### src/rtl/valu_pkg.sv
// valu_pkg
//   Types shared by the vector ALU sequencer and its ALU: opcode encoding,
//   sequencer state encoding, the per-vector flag bundle and the signed
//   overflow helper used by add/sub.
package valu_pkg;

  typedef enum logic [1:0] {
    OP_ADD  = 2'd0,
    OP_SUB  = 2'd1,
    OP_MUL  = 2'd2,
    OP_RSVD = 2'd3
  } valu_op_e;

  typedef enum logic [1:0] {
    ST_IDLE  = 2'd0,
    ST_RUN   = 2'd1,
    ST_DRAIN = 2'd2,
    ST_DONE  = 2'd3
  } valu_state_e;

  // Cycles spent draining the read->ALU->write pipe after the last read.
  localparam int unsigned DRAIN_CYCLES = 2;

  typedef struct packed {
    logic overflow;
    logic zero;
    logic negative;
  } valu_flags_t;

  // Two's-complement add overflow: operands agree in sign, result does not.
  // For a-b pass the inverted sign of b.
  function automatic logic add_overflow(input logic a_msb, input logic b_msb,
                                        input logic r_msb);
    return (a_msb == b_msb) && (r_msb != a_msb);
  endfunction

endpackage

### src/rtl/alu.sv
// alu
//   Registered element ALU. Computes add / sub / mul (low half) on a_i, b_i
//   and captures result plus signed overflow when en_i is high.
// Ports
//   clk_i, reset_i      clock, asynchronous active-high reset
//   en_i                capture enable (operands valid this cycle)
//   op_i                opcode: 0 add, 1 sub (a-b), 2 mul, 3 add
//   a_i, b_i            operands
//   result_o            registered result
//   overflow_o          registered signed overflow of result_o
module alu
  import valu_pkg::*;
#(
  parameter int vdw_p    = 32,
  parameter int op_len_p = 2
) (
  input  logic                clk_i,
  input  logic                reset_i,
  input  logic                en_i,
  input  logic [op_len_p-1:0] op_i,
  input  logic [vdw_p-1:0]    a_i,
  input  logic [vdw_p-1:0]    b_i,
  output logic [vdw_p-1:0]    result_o,
  output logic                overflow_o
);

  localparam logic [op_len_p-1:0] OPC_SUB = op_len_p'(OP_SUB);
  localparam logic [op_len_p-1:0] OPC_MUL = op_len_p'(OP_MUL);

  logic [vdw_p-1:0]   sum;
  logic [vdw_p-1:0]   diff;
  logic [2*vdw_p-1:0] a_ext;
  logic [2*vdw_p-1:0] b_ext;
  logic [2*vdw_p-1:0] prod;
  logic [vdw_p:0]     prod_hi;
  logic [vdw_p-1:0]   res;
  logic               ovf;

  always_comb begin
    sum   = a_i + b_i;
    diff  = a_i - b_i;
    // Sign-extend so the low 2*vdw_p bits of the product are the exact
    // signed product.
    a_ext = {{vdw_p{a_i[vdw_p-1]}}, a_i};
    b_ext = {{vdw_p{b_i[vdw_p-1]}}, b_i};
    prod  = a_ext * b_ext;
    // Product fits in vdw_p signed bits only if the upper half plus the
    // result sign bit are all copies of one value.
    prod_hi = prod[2*vdw_p-1:vdw_p-1];
    res = sum;
    ovf = add_overflow(a_i[vdw_p-1], b_i[vdw_p-1], sum[vdw_p-1]);
    if (op_i == OPC_SUB) begin
      res = diff;
      ovf = add_overflow(a_i[vdw_p-1], ~b_i[vdw_p-1], diff[vdw_p-1]);
    end else if (op_i == OPC_MUL) begin
      res = prod[vdw_p-1:0];
      ovf = !((&prod_hi) || (~|prod_hi));
    end
  end

  always_ff @(posedge clk_i or posedge reset_i) begin
    if (reset_i) begin
      result_o   <= '0;
      overflow_o <= 1'b0;
    end else if (en_i) begin
      result_o   <= res;
      overflow_o <= ovf;
    end
  end

endmodule

### src/rtl/valu_seq.sv
// valu_seq
//   Vector ALU sequencer. Accepts one command at a time, streams element
//   reads from two source registers, runs each element pair through the
//   ALU and writes results to the destination register two cycles after the
//   corresponding read. Per-vector flags accumulate over written elements.
// Ports
//   clk_i, reset_n_i          clock, asynchronous active-low reset
//   cmd_v_i / cmd_ready_o     command handshake (ready only when idle)
//   cmd_op_i, cmd_len_i       opcode, element count 0..vlen_p
//   cmd_vd_i/vs1_i/vs2_i      destination / source register indices
//   rd_v_o, rd_reg_a/b_o,
//   rd_el_o, rd_a_i, rd_b_i   register-file read port, data one cycle later
//   wr_v_o, wr_reg_o,
//   wr_el_o, wr_data_o        register-file write port
//   done_o                    one-cycle completion pulse
//   flag_*_o                  vector flags, held until the next accept
//
// state | meaning
// IDLE  | ready for a command
// RUN   | issuing one element read per cycle
// DRAIN | last reads flowing through ALU and write stage
// DONE  | completion pulse, flags valid
module valu_seq
  import valu_pkg::*;
#(
  parameter int vdw_p    = 32,
  parameter int op_len_p = 2,
  parameter int vlen_p   = 16,
  parameter int vregs_p  = 8
) (
  input  logic                         clk_i,
  input  logic                         reset_n_i,
  input  logic                         cmd_v_i,
  output logic                         cmd_ready_o,
  input  logic [op_len_p-1:0]          cmd_op_i,
  input  logic [$clog2(vlen_p+1)-1:0]  cmd_len_i,
  input  logic [$clog2(vregs_p)-1:0]   cmd_vd_i,
  input  logic [$clog2(vregs_p)-1:0]   cmd_vs1_i,
  input  logic [$clog2(vregs_p)-1:0]   cmd_vs2_i,
  output logic                         rd_v_o,
  output logic [$clog2(vregs_p)-1:0]   rd_reg_a_o,
  output logic [$clog2(vregs_p)-1:0]   rd_reg_b_o,
  output logic [$clog2(vlen_p)-1:0]    rd_el_o,
  input  logic [vdw_p-1:0]             rd_a_i,
  input  logic [vdw_p-1:0]             rd_b_i,
  output logic                         wr_v_o,
  output logic [$clog2(vregs_p)-1:0]   wr_reg_o,
  output logic [$clog2(vlen_p)-1:0]    wr_el_o,
  output logic [vdw_p-1:0]             wr_data_o,
  output logic                         done_o,
  output logic                         flag_overflow_o,
  output logic                         flag_zero_o,
  output logic                         flag_negative_o
);

  localparam int LW = $clog2(vlen_p+1);
  localparam int EW = $clog2(vlen_p);
  localparam int RW = $clog2(vregs_p);
  localparam int DW = $clog2(DRAIN_CYCLES);

  localparam logic [1:0] S_IDLE  = ST_IDLE;
  localparam logic [1:0] S_RUN   = ST_RUN;
  localparam logic [1:0] S_DRAIN = ST_DRAIN;
  localparam logic [1:0] S_DONE  = ST_DONE;

  logic [1:0]          state_q;
  logic [op_len_p-1:0] op_q;
  logic [LW-1:0]       len_q;
  logic [RW-1:0]       vd_q;
  logic [RW-1:0]       vs1_q;
  logic [RW-1:0]       vs2_q;
  logic [EW-1:0]       el_cnt_q;
  logic [DW-1:0]       drain_cnt_q;

  // Element index and valid ride alongside the data: stage 1 = ALU input,
  // stage 2 = ALU output / write.
  logic                v_s1_q;
  logic                v_s2_q;
  logic [EW-1:0]       el_s1_q;
  logic [EW-1:0]       el_s2_q;

  valu_flags_t         flags_q;
  logic [vdw_p-1:0]    alu_res;
  logic                alu_ovf;
  logic                accept;
  logic                last_el;

  assign cmd_ready_o = (state_q == S_IDLE);
  assign accept      = cmd_v_i & cmd_ready_o;
  assign last_el     = ((LW'(el_cnt_q) + LW'(1)) == len_q);

  assign rd_v_o      = (state_q == S_RUN);
  assign rd_reg_a_o  = vs1_q;
  assign rd_reg_b_o  = vs2_q;
  assign rd_el_o     = el_cnt_q;

  assign wr_v_o      = v_s2_q;
  assign wr_reg_o    = vd_q;
  assign wr_el_o     = el_s2_q;
  assign wr_data_o   = alu_res;

  assign done_o          = (state_q == S_DONE);
  assign flag_overflow_o = flags_q.overflow;
  assign flag_zero_o     = flags_q.zero;
  assign flag_negative_o = flags_q.negative;

  always_ff @(posedge clk_i or negedge reset_n_i) begin
    if (!reset_n_i) begin
      state_q     <= S_IDLE;
      el_cnt_q    <= '0;
      drain_cnt_q <= '0;
    end else begin
      case (state_q)
        S_IDLE: begin
          if (accept) begin
            el_cnt_q <= '0;
            state_q  <= (cmd_len_i == '0) ? S_DONE : S_RUN;
          end
        end
        S_RUN: begin
          if (last_el) begin
            state_q     <= S_DRAIN;
            drain_cnt_q <= DW'(DRAIN_CYCLES - 1);
          end else begin
            el_cnt_q <= el_cnt_q + EW'(1);
          end
        end
        S_DRAIN: begin
          if (drain_cnt_q == '0) begin
            state_q <= S_DONE;
          end else begin
            drain_cnt_q <= drain_cnt_q - DW'(1);
          end
        end
        S_DONE:  state_q <= S_IDLE;
        default: state_q <= S_IDLE;
      endcase
    end
  end

  always_ff @(posedge clk_i or negedge reset_n_i) begin
    if (!reset_n_i) begin
      op_q  <= '0;
      len_q <= '0;
      vd_q  <= '0;
      vs1_q <= '0;
      vs2_q <= '0;
    end else if (accept) begin
      op_q  <= cmd_op_i;
      len_q <= cmd_len_i;
      vd_q  <= cmd_vd_i;
      vs1_q <= cmd_vs1_i;
      vs2_q <= cmd_vs2_i;
    end
  end

  // Clearing the valids on reset is what guarantees no write escapes for
  // reads that were already issued.
  always_ff @(posedge clk_i or negedge reset_n_i) begin
    if (!reset_n_i) begin
      v_s1_q  <= 1'b0;
      v_s2_q  <= 1'b0;
      el_s1_q <= '0;
      el_s2_q <= '0;
    end else begin
      v_s1_q  <= rd_v_o;
      el_s1_q <= rd_el_o;
      v_s2_q  <= v_s1_q;
      el_s2_q <= el_s1_q;
    end
  end

  // Accept presets the identity values so len=0 reports zero=1 directly.
  always_ff @(posedge clk_i or negedge reset_n_i) begin
    if (!reset_n_i) begin
      flags_q <= '0;
    end else if (accept) begin
      flags_q.overflow <= 1'b0;
      flags_q.zero     <= 1'b1;
      flags_q.negative <= 1'b0;
    end else if (v_s2_q) begin
      flags_q.overflow <= flags_q.overflow | alu_ovf;
      flags_q.zero     <= flags_q.zero & (alu_res == '0);
      flags_q.negative <= flags_q.negative | alu_res[vdw_p-1];
    end
  end

  alu #(
    .vdw_p    (vdw_p),
    .op_len_p (op_len_p)
  ) u_alu (
    .clk_i      (clk_i),
    .reset_i    (~reset_n_i),
    .en_i       (v_s1_q),
    .op_i       (op_q),
    .a_i        (rd_a_i),
    .b_i        (rd_b_i),
    .result_o   (alu_res),
    .overflow_o (alu_ovf)
  );

endmodule

### config.mk
export PLATFORM = sky130hd
export DESIGN_NAME = valu_seq
export DESIGN_NICKNAME = d
export VERILOG_FILES = /design/src/rtl/valu_pkg.sv /design/src/rtl/alu.sv /design/src/rtl/valu_seq.sv
export SDC_FILE = /design/constraint.sdc
export NUM_CORES = 2
export LEC_CHECK = 0
export ABC_AREA = 0
export CAP_MARGIN = 0
export CELL_PAD_IN_SITES_DETAIL_PLACEMENT = 2
export CELL_PAD_IN_SITES_GLOBAL_PLACEMENT = 2
export CORE_ASPECT_RATIO = 0.8
export CORE_MARGIN = 3
export CORE_UTILIZATION = 42
export CTS_CLUSTER_SIZE = 40
export DETAILED_ROUTE_END_ITERATION = 7
export PLACE_DENSITY_LB_ADDON = 0.08
export SYNTH_ARGS = -nofsm -noshare
export SYNTH_HDL_FRONTEND = slang
export SYNTH_SLANG_ARGS = --single-unit
export TNS_END_PERCENT = 1
### constraint.sdc
create_clock -name clk_i -period 2.5 [get_ports clk_i]
set_input_delay 0.625 -clock clk_i [delete_from_list [all_inputs] [get_ports clk_i]]
set_output_delay 0.625 -clock clk_i [all_outputs]
set_load 0.03 [all_outputs]
==> results of run 1 <==
==> synth_stat cells, drive strengths merged (6+ instances only) <==
library cell  number  area share
nand3             28      0.0034
or2               12      0.0018
xnor2             83       0.017
nor3              42      0.0050
o221ai             7      0.0016
o2111ai           13      0.0030
and3              23      0.0036
inv              807       0.072
nand2            650       0.058
o22ai             14      0.0021
mux2              21      0.0056
or4                8      0.0014
or3               11      0.0018
clkbuf           244       0.022
o21bai            15      0.0027
o21ai             99       0.012
a211oi            24      0.0044
a311oi             7      0.0015
nor2             160       0.014
ha               252       0.075
xor2              29      0.0060
a31oi             12      0.0018
and4               6      0.0013
a221oi             6      0.0014
a21oi            162       0.019
nor2b             15      0.0022
a21o              41      0.0073
nand4             24      0.0036
o21a              13      0.0023
nand2b            42      0.0063
fa              1084        0.51
nor4              22      0.0033
and2             380       0.056
buf               14      0.0017
a22oi              7      0.0014
dfrtp             69       0.041
o211ai            24      0.0043
==> layer usage <==
metal	GRT usage	overflow
met4	0.947	586
met1	0.855	31
met3	0.775	30
met5	0.488	8
met2	1.03	1220
==> cell families after synthesis <==
logic type | Yosys count | share of synthesized area
and+or+nand+nor | 1439 | 0.166
xor gates and xnor gates | 112 | 0.0232
DFF | 69 | 0.0409
muxes | 26 | 0.00679
adders and majority gates | 1336 | 0.589
buffers and inverters | 1068 | 0.0955
AOI/OAI and AO/OA | 506 | 0.0789
==> through the flow <==
| step | util | hold WS (ps) | setup TNS (ps) | std cells | setup WS (ps) |
|---|---|---|---|---|---|
| after global placement | 0.522 | 334 | -147360 | 6581 | -6880 |
| after floorplan | - | 329 | -110060 | 4556 | -5920 |
| after detailed placement | 0.522 | 339 | -155750 | 6581 | -7520 |
| after CTS | 0.543 | 348 | -135760 | 6675 | -6260 |
==> timing repair <==
| action | in CTS |
|---|---|
| hold buffers | 0 |
| pin swaps | 114 |
| gates resized for setup | 299 |
| buffers inserted | 75 |
| endpoints found under the setup margin | 33 |
| cloned | 4 |
==> impl_summary.md, run 1 <==
Outcome
The flow did not finish. The step where the flow halted is global routing. The first error in the log reads "[ERROR GRT-0232] Routing congestion too high. Check the congestion heatmap in the GUI".

Global route
The largest net degree at the start of global routing is 42. The total overflow left after global routing is 1,875. The number of antenna violations at the first check in global routing is 43. For this run, the total global-route usage over all layers was measured as 0.887.

Yosys
Counting every net in the synthesized netlist gives 5,975. The synthesized design contains 0 enable-type register cells. The number of instances in the synthesized netlist is 4,556.

The synthesized netlist occupies a cell area of 42,200 um2. Among all flip-flop cells after synthesis, the most frequent one is dfrtp_1. The number of unique standard cell types used by synthesis is 97. The synthesized design contains 69 register bits. The register area share after synthesis is 0.0409.

The Yosys step of the flow raised 0 warnings. The share of flip-flops with an asynchronous set or reset after synthesis is 1.00. Averaged over all synthesized cells, the footprint is 9.26 um2.

Die
Pin placement for this block handled 139 I/O pins. The die height is 290 um. The starting density of the core is 0.426. The number of placement rows is 103. The die is 360 um wide.

STA
The worst endpoint from the post-global-route timing repair is u_alu.overflow_o$_DFFE_PN0P_/D. After the last repair the worst path ends at a sequential cell input.

Clock tree
Buffers inserted during clock tree synthesis total 9. The buffer levels on the longest clock path is 2. The cell sitting at the root of the clock tree is a clkbuf_16.

The clock sink count is 69. The number of levels the H-tree was split into is 3.

Place
The routability congestion estimate is 0.912. Once placement finished, the instance area stood at 51,700 um2. The half-perimeter wire length of the detailed placement result is 183,000 um.

The count of buffers added on input and output ports is 138.
==> run 2, diff against run 1 <==
==> config.mk (replaced) <==
export PLATFORM = sky130hd
export DESIGN_NAME = valu_seq
export DESIGN_NICKNAME = d
export VERILOG_FILES = /design/src/rtl/valu_pkg.sv /design/src/rtl/alu.sv /design/src/rtl/valu_seq.sv
export SDC_FILE = /design/constraint.sdc
export NUM_CORES = 2
export LEC_CHECK = 0
export ABC_AREA = 0
export CAP_MARGIN = 0
export CORE_MARGIN = 3
export CORE_UTILIZATION = 30
export DETAILED_ROUTE_END_ITERATION = 7
export PLACE_DENSITY_LB_ADDON = 0.15
export SYNTH_ARGS = -nofsm -noshare
export SYNTH_HDL_FRONTEND = slang
export SYNTH_SLANG_ARGS = --single-unit
export TNS_END_PERCENT = 1
==> run 2 against run 1 <==
  * The flow now finishes, with violations (setup timing)
  * Area after synthesis unchanged
  * Synthesized cell count stayed put
==> impl_summary.md, run 2 <==
Yosys
The arithmetic-cell share of the synthesized area counting full adders, half adders and majority gates is 0.589. The biggest area consumer among synthesized cells is fa_1. The flip-flop and latch count after synthesis is 69. In the post-synthesis netlist, the biggest area contributors are fa_1, ha_1, inv_1, nand2_1, and2_1. Of the post-synthesis cell area, the part taken by muxes is 0.00679.

The flip-flop cell with the highest count after synthesis is dfrtp_1. The post-synthesis share of cell area spent on xor and xnor gates is 0.0232. The cell count after synthesis came out at 4,556.

After synthesis, the largest family of logic cells by area is adder cells. The area share of the leading cell type in the synthesized netlist is 0.514. The average size of a mapped cell is 9.26 um2. In this run, distinct cell masters in the synthesized netlist total 97. The share of the Yosys chip area taken by registers is 0.0409. Counting flops with an async set or reset pin after synthesis yields a share of 1.00.

The warning count from the yosys run is 0. The net count after synthesis is 5,975. The synthesized design contains 0 enable-type register cells. The fraction of the mapped netlist area in compound gates is 0.0789. The most instantiated library cell after synthesis is fa_1. The post-synthesis simple-gate area fraction is 0.166. In this run the cell area of the synthesized design comes to 42,200 um2. Sorting the synthesized cells by how often they occur yields fa_1, inv_1, nand2_1.

Cells and area
0 antenna diodes ended up in the layout. In the final layout, the share of cells above drive strength 1 is 0.218. The library cells used most frequently in the layout, excluding fill and tap cells, are fa_1, inv_1, buf_4. The signed area change from the synthesized netlist to the final layout is 29.0%. The area used by sequential logic in the layout is 1730 um2. The total area of multi-input combinational cells is 37,500 um2. The final non-filler cell total is 7,201. The fill cell instance count of the final layout is 14,100. For this run, the post-layout net count is 6,752. The most common library cell in the layout ignoring fill and taps is fa_1.

In the final layout, the registers with the most flip-flops are u_alu.result_o (32), len_q (5). The register with the highest flop count is u_alu.result_o. The flip-flop count of the largest register after layout is 32. The post-route standard cell area excluding fillers is 54,400 um2.

Route
The detailed-routing wirelength on met1 is 71,000 um. The count of TritonRoute iterations in the first routing pass is 5. The detailed router finished its first iteration with 1,939 violations.

The uppermost signal routing layer after detailed routing is met4. After detailed routing, the number of vias per cell comes to 4.75. The detailed-route via count is 34,200. In the final routed layout, each cell accounts on average for 21.5 um. The total met2 wirelength after detailed routing is 75,800 um. The DRC violations left is 0. The routed design has 155,000 um of wire. The detail route stage leaves a number of antenna-violating nets equal to 0. The met3 routed wirelength is 4580 um.

Place
The placement-stage worst setup slack is -6900 ps. After detailed placement, the total cell area comes to 52,600 um2. The number of port buffers is 138. At the end of routability-driven placement, the weighted congestion stood at 0.876. The half-perimeter wire length of the detailed placement result is 134,000 um. The number of placed cells counting well taps is 7,149.

Setup path
Broken down by cell family, the worst path's largest delay share belongs to adder cells. Among the stages of the critical path, the cell type that occurs most often is fa_1. STA classifies the critical path startpoint as a primary input. The highest-delay cell along the critical path is fa_2. The worst setup path is of the primary input to flip-flop kind. At the worst endpoint, the required time is 2720 ps. The delay of the slowest cell on the worst path is 640 ps. For the worst setup path, the data arrival time is 8800 ps. STA classifies the critical path endpoint as a flip-flop.

In this run the worst path has a maximum fanout of 10. Together, buffers and inverters on the worst path number 5.

Job
The number of violations of the max-capacitance limit is 0.

Clock tree
Clock tree synthesis inserted a total of 9 buffers. Clock-pin slew was measured on the worst setup and hold paths at 60 ps. The clock passes through at most 2 buffers.

The clock drives 69 sinks. The number of levels the H-tree was split into is 3. The cell at the root of the clock tree is clkbuf_16. For the worst-skew pair, the clock arrives at the later sink with an insertion delay of 340 ps. The CTS tree is done.

Global route
Entering global routing, the biggest net connects 40 pins. The via count of the first global-routing pass is 38,300. The number of antenna violations at the first check in global routing is 5. The first global-routing pass estimated 241,000 um of wire. For this run, the total global-route usage over all layers was measured as 0.218. The remaining global-route overflow is 0.

Outcome
The final reports fail on setup timing. The run finished, with violations left.

STA
The normalized max-slew margin is 0.568. The slack of the critical path is -6090 ps. The highest clock frequency the design can meet is 116 MHz. The total count of hold-check failures in the final report was 0.

The max-slew violation total from the final report is 0. Setup violations remaining at the end of the flow were counted as 30. At the pin with the least slew margin, the transition time is 648 ps. Setup repair after global routing could not meet its margin everywhere. The clock arrives with 9.20 ps of skew. Counting I/O delays and the setup requirement, the final critical path takes 8590 ps. Dividing the final minimum period by the clock period gives 3.43.

Die
The I/O pin count is 139. The die covers 145,000 um2. The number of placement rows is 136. Measured along the x axis, the die boundary spans 381 um. The starting density of the core is 0.305. In this run the standard cell core region covers 139,000 um2. The die is 381 um tall.

Hold path
The min-delay analysis places its worst path in the category primary input to async pin.
## run 2: cell counts after synthesis
Identical to the previous run, type by type.
## run 2: worst paths after layout
kind | from | endpoint | slack, ps | depth (start not counted)
worst min register to register | el_s1_q[0] | wr_el_o[0] | 350 | 0
worst max register to register | rd_el_o[1] | rd_el_o[3] | 400 | 11
max in group asynchronous | reset_n_i | v_s1_q | 1700 | 2
worst min-delay path | reset_n_i | rd_el_o[2] | 220 | 1
worst max-delay path | rd_b_i[11] | u_alu.overflow_o | -6090 | 27
min in group clk_i | el_s1_q[0] | wr_el_o[0] | 350 | 0
## run 2: routing by layer
layer	global-route usage	vias to the layer above
met5	0	-
li1	-	15500
met2	0.376	635
met3	0.0116	93
met1	0.306	18000
met4	0.0368	0
## run 2: through the flow
step                      TNS [ps]   util  hold slack, ps
after floorplan            -110060      -             329
after global placement     -148380  0.379             334
final                      -123700  0.393             221
after global routing       -130990  0.393             247
after detailed placement   -147870  0.379             336
after CTS                  -127940  0.390             236
## run 2: kinds of logic (layout without fill, tap and decap cells)
family,after synthesis,count (layout)
mux,26,26
fa+ha+maj,1336,1336
buf+inv,1068,1850
compound gates,506,506
flops,69,69
xor+xnor,112,112
simple gates,1439,1439
## run 2: cell type report
type                    count  area share
multi-input cells        3419       0.689
repair buffers           1024       0.175
inverters                 810      0.0561
well taps                1863      0.0428
flip-flops and latches     69      0.0317
clock buffers               9     0.00414
clock inverters             7     0.00136
## run 2: what timing repair did
action	CTS	global route
setup buffers	25	3
gates cloned	8	0
hold buffers	0	0
setup endpoints to repair	32	32
pin swaps	65	26
gates resized for setup	202	91
Power of run 2 is not shown: default switching activity piles up to over one toggle a cycle in this logic, so the estimate is an artifact.
